File: src/rtl/minhash_pkg.sv
// minhash_pkg: shared constants and types for the MinHash signature engine
package minhash_pkg;
    localparam logic [31:0] MURMUR_C1 = 32'hcc9e2d51;
    localparam logic [31:0] MURMUR_C2 = 32'h1b873593;
    localparam logic [31:0] MURMUR_N  = 32'he6546b64;
    localparam logic [31:0] MURMUR_M  = 32'd5;
    typedef logic [31:0] hash_t;
    typedef enum logic [1:0] {ACCEPT, HASH, OUT} state_e;
endpackage

File: src/rtl/murmur3_32_core.sv
// murmur3_32_core: combinational single-block MurmurHash3-32 of one k-mer under one seed
module murmur3_32_core
    import minhash_pkg::*;
(
    input  hash_t seed,
    input  hash_t kmer,
    output hash_t hash
);
    hash_t k1, k2, k3, h1, h2;
    assign k1   = kmer * MURMUR_C1;
    assign k2   = {k1[16:0], k1[31:17]};
    assign k3   = k2 * MURMUR_C2;
    assign h1   = seed ^ k3;
    assign h2   = {h1[18:0], h1[31:19]};
    assign hash = h2 * MURMUR_M + MURMUR_N;
endmodule

File: src/rtl/minhash_sig_engine.sv
// minhash_sig_engine: streaming MinHash signature generator, LANES hashes per cycle
module minhash_sig_engine
    import minhash_pkg::*;
#(
    parameter int          HASHER_DATA_BITS = 32,
    parameter int          NUM_SEEDS        = 8,
    parameter int          LANES            = 2,
    parameter logic [31:0] SEED_BASE        = 32'h0,
    parameter logic [31:0] SEED_STRIDE      = 32'h1
) (
    input  logic                                  clk,
    input  logic                                  rst_n,
    input  logic                                  in_valid,
    output logic                                  in_ready,
    input  logic [HASHER_DATA_BITS-1:0]           in_kmer,
    input  logic                                  in_last,
    output logic                                  out_valid,
    input  logic                                  out_ready,
    output logic [NUM_SEEDS*HASHER_DATA_BITS-1:0] out_sig,
    output logic [31:0]                           out_count
);
    localparam int PASSES = NUM_SEEDS / LANES;
    localparam int PW     = PASSES > 1 ? $clog2(PASSES) : 1;

    if ((NUM_SEEDS % LANES) != 0 || HASHER_DATA_BITS != 32) begin : g_bad_params
        $error("minhash_sig_engine: NUM_SEEDS must be a multiple of LANES and width must be 32");
    end

    state_e        state, state_n;
    logic [PW-1:0] pass;
    logic          pass_last;
    hash_t         kmer_q;
    logic          last_q;
    logic          first;
    logic [31:0]   count;
    hash_t         mins [NUM_SEEDS];
    hash_t         lane_hash [LANES];

    assign pass_last = pass == PW'(PASSES - 1);
    assign out_count = count;

    for (genvar j = 0; j < LANES; j++) begin : g_lane
        hash_t seed;
        assign seed = SEED_BASE + (32'(pass) * 32'(LANES) + 32'(j)) * SEED_STRIDE;
        murmur3_32_core u_core (.seed(seed), .kmer(kmer_q), .hash(lane_hash[j]));
    end

    for (genvar i = 0; i < NUM_SEEDS; i++) begin : g_sig
        assign out_sig[i*32 +: 32] = mins[i];
    end

    // state register
    always_ff @(posedge clk) begin
        if (!rst_n) state <= ACCEPT;
        else        state <= state_n;
    end

    // next state and handshake outputs
    always_comb begin
        in_ready  = state == ACCEPT;
        out_valid = state == OUT;
        state_n   = state == ACCEPT ? (in_valid ? HASH : ACCEPT) :
                    state == HASH   ? (pass_last ? (last_q ? OUT : ACCEPT) : HASH) :
                                      (out_ready ? ACCEPT : OUT);
    end

    // k-mer latch, pass counter, k-mer count and running minima
    always_ff @(posedge clk) begin
        if (!rst_n) begin
            pass   <= '0;
            kmer_q <= '0;
            last_q <= 1'b0;
            first  <= 1'b1;
            count  <= '0;
            for (int i = 0; i < NUM_SEEDS; i++) mins[i] <= '0;
        end else begin
            if (state == ACCEPT && in_valid) begin
                kmer_q <= in_kmer;
                last_q <= in_last;
                pass   <= '0;
                count  <= first ? 32'd1 : (&count ? count : count + 32'd1);
            end
            if (state == HASH) begin
                for (int i = 0; i < NUM_SEEDS; i++)
                    if (i / LANES == int'(pass))
                        mins[i] <= (first || lane_hash[i % LANES] < mins[i]) ? lane_hash[i % LANES] : mins[i];
                pass <= pass + PW'(1);
                if (pass_last) first <= 1'b0;
            end
            if (state == OUT && out_ready) first <= 1'b1;
        end
    end
endmodule

File: config.mk
export PLATFORM = sky130hd
export DESIGN_NAME = minhash_sig_engine
export DESIGN_NICKNAME = d
export VERILOG_FILES = /design/src/rtl/minhash_pkg.sv /design/src/rtl/murmur3_32_core.sv /design/src/rtl/minhash_sig_engine.sv
export SDC_FILE = /design/constraint.sdc
export NUM_CORES = 2
export LEC_CHECK = 0
export ABC_AREA = 1
export CAP_MARGIN = 20
export CORE_MARGIN = 4
export CORE_UTILIZATION = 50
export CTS_BUF_LIST = sky130_fd_sc_hd__clkbuf_4
export CTS_CLUSTER_SIZE = 20
export DETAILED_ROUTE_END_ITERATION = 6
export GPL_ROUTABILITY_DRIVEN = 0
export GPL_TIMING_DRIVEN = 0
export PLACE_DENSITY_LB_ADDON = 0.15
export SLEW_MARGIN = 15
export SYNTH_ARGS = -nofsm -noshare
export SYNTH_HDL_FRONTEND = slang
export SYNTH_HIERARCHICAL = 1
export SYNTH_SLANG_ARGS = --single-unit
File: constraint.sdc
create_clock -name clk -period 17.2 [get_ports clk]
set_input_delay 4.3 -clock clk [delete_from_list [all_inputs] [get_ports clk]]
set_output_delay 4.3 -clock clk [all_outputs]
set_load 0.01 [all_outputs]
==> impl_metrics.env <==
export IMPL_tightest_slew_ns=1.07
export IMPL_gr_usage_all_layers=0.256
export IMPL_ys_async_sr_fraction=0
export IMPL_die_area_sq_um=120000
export IMPL_synthTopCellsByCount="1,883 x inv_1, 1,145 x ha_1, 802 x nand2_1, 682 x fa_1, 502 x nor2_1"
export IMPL_synthTopCellsByArea="ha_1 25%, fa_1 24%, edfxtp_1 13%, inv_1 12%, nand2_1 5.3%"
export IMPL_routedWlPerCell_um=17.5
export IMPL_hold_buffers=0
export IMPL_dr_pass1_iters=5
export IMPL_synthCells=6596
export IMPL_crit_top_cell="fa_1"
export IMPL_die_y_um=346
export IMPL_drc=0
export IMPL_drive_gt1_frac=0.0722
export IMPL_finalCriticalPeriod_ns=16.64
export IMPL_core_area_sq_um=113000
export IMPL_multiInputGateArea_sq_um=41800
export IMPL_seq_area_sq_um=9160
export IMPL_seq_area_frac_synth=0.159
export IMPL_yosysTopAreaCellShare=0.250
export IMPL_gr_total_overflow=0
export IMPL_synth_seq_cells=326
export IMPL_grt_pass1_wl_um=244000
export IMPL_hold_viol_final=0
export IMPL_clock_latency_ns=1.00
export IMPL_num_vias=43800
export IMPL_relSlewSlack=0.287
export IMPL_maxCapViolCount=0
export IMPL_end_kind="flip-flop"
export IMPL_final_nets=9064
export IMPL_crit_slowest_cell="fa_1"
export IMPL_hold_class="reg2reg"
export IMPL_rows=123
export IMPL_port_buffers=326
export IMPL_initial_utilization=0.506
export IMPL_fin_skew_ns=0.120
export IMPL_cts_buffers=93
export IMPL_place_hpwl_um=129000
export IMPL_ant_nets=0
export IMPL_synth_edf_count=256
export IMPL_drt_iter0_drc=2392
export IMPL_final_max_slew_viol_count=0
export IMPL_syn_avg_cell_area_sq_um=8.68
export IMPL_drt_wl_total_um=154000
export IMPL_max_freq_mhz=60.1
export IMPL_cp_max_fo=11
export IMPL_yosys_warnings=6
export IMPL_start_kind="flip-flop"
export IMPL_die_w_um=346
export IMPL_synth_most_common_cell="inv_1"
export IMPL_setup_viol=0
export IMPL_tritoncts="done"
export IMPL_worstSetupPathType="reg2reg"
export IMPL_grt_pass1_vias=45400
export IMPL_clkTransAtPathRegs_ns=0.06
export IMPL_antenna_found_initial=3
export IMPL_fin_crit_sh=0.967
export IMPL_viasPerCell=4.98
export IMPL_final_util=0.583
export IMPL_clk_path_buf_depth=3
export IMPL_place_area_sq_um=63200
export IMPL_clockRootBuffer="clkbuf_4"
export IMPL_ys_types=69
export IMPL_netlist_area_sq_um=57200
export IMPL_cts_sinks=326
export IMPL_status="complete, no violations"
export IMPL_htreeDepth=3
export IMPL_crit_arrival_ns=17.28
export IMPL_synthToLayoutAreaGrowth_pct=15.2
export IMPL_nFillCells=10200
export IMPL_grt_max_degree=34
export IMPL_pin_count=327
export IMPL_synth_ff_type="edfxtp_1"
export IMPL_critPathMaxStageDelay_ns=0.56
export IMPL_yosysTopAreaCell="ha_1"
export IMPL_design_area_sq_um=65900
export IMPL_cp_data_required_time_ns=17.84
final cells by class:
class,count,share of cell area
clock buffers,132,0.0150
diodes,4,0.000152
well taps,1500,0.0285
plain buffers,50,0.00359
inverters,1894,0.108
repair buffers,449,0.0683
flip-flops and latches,326,0.139
multi-input cells,4386,0.634
clock inverters,36,0.00315
state kept, by name, summed over array words and instances (netlist names):
register   count
mins         256
state          2
pass           2
last_q         1
first          1
out_count     32
kmer_q        32
cell families (layout without fill, tap and decap cells):
family	after synthesis	after routing	share of synthesized area
adders and majority gates	1827	1827	0.489
AOI/OAI and AO/OA	602	602	0.0609
and+or+nand+nor	1583	1583	0.113
xor gates and xnor gates	312	312	0.0496
buffers and inverters	1944	2561	0.128
other	2	66	0.000131
DFF	326	326	0.159
cells in the final DEF (no fill, tap or decap), types with 23 or more instances in the layout:
cell type	instances
xor2_2	28
a21oi_1	298
nand3_1	136
buf_4	101
dfxtp_1	49
fa_1	682
a21o_1	25
nand2_1	796
nor2_1	500
o21bai_1	25
ha_1	1127
xor2_1	157
clkdlybuf4s50_1	326
clkbuf_4	132
edfxtp_1	256
o21ai_0	129
nor3_1	42
inv_1	1878
clkinv_1	25
nand4_1	23
conb_1	62
xnor2_1	105
critical path, delay by kind of cell, from the launching register on:
| family | cells | cell delay [ns] |
|---|---|---|
| AO/OA/AOI/OAI | 10 | 2.00 |
| XOR/XNOR | 4 | 0.84 |
| adder cells (fa/ha/maj) | 22 | 9.14 |
| buffers and inverters | 17 | 1.80 |
| flip-flops | 1 | 0.39 |
| AND/OR/NAND/NOR | 18 | 2.12 |
per-layer routing:
layer  global-route usage  part of all wire  vias up
li1                     -                 -    21500
met4               0.0639             0.026        0
met2                0.446              0.49     1008
met1                0.342              0.44    21000
met3               0.0295             0.048      212
met5                    0                 0        -
per-stage QoR:
| step | hold slack (ns) | setup TNS [ns] | cells | setup slack [ns] |
|---|---|---|---|---|
| floorplan | 0.430 | 0 | 6656 | 0.249 |
| global placement | 0.444 | -1047.29 | 8482 | -4.32 |
| detailed placement | 0.451 | -346.94 | 8502 | -1.79 |
| CTS | 0.461 | 0 | 8687 | 0.00766 |
| global route | 0.514 | -3.83 | 8777 | -0.120 |
| finish | 0.461 | 0 | 8777 | 0.560 |
final timing paths:
| path | depth (start not counted) | start | slack [ns] | to |
|---|---|---|---|---|
| min | 2 | last_q | 0.46 | last_q |
| max | 71 | kmer_q[11] | 0.56 | mins[0][37] |
| max reg2reg | 71 | kmer_q[11] | 0.56 | mins[0][37] |
| min reg2reg | 2 | last_q | 0.46 | last_q |
repair_timing:
action                     4_1_cts  5_1_grt
pin swaps                        9       19
setup endpoints to repair      284      256
cloned                           0        1
resized for setup               53       94
buffers inserted                17       84
Power is left out: the tool's default activity adds up to more than one toggle a clock period on the data nets, which glitch-free logic cannot reach.
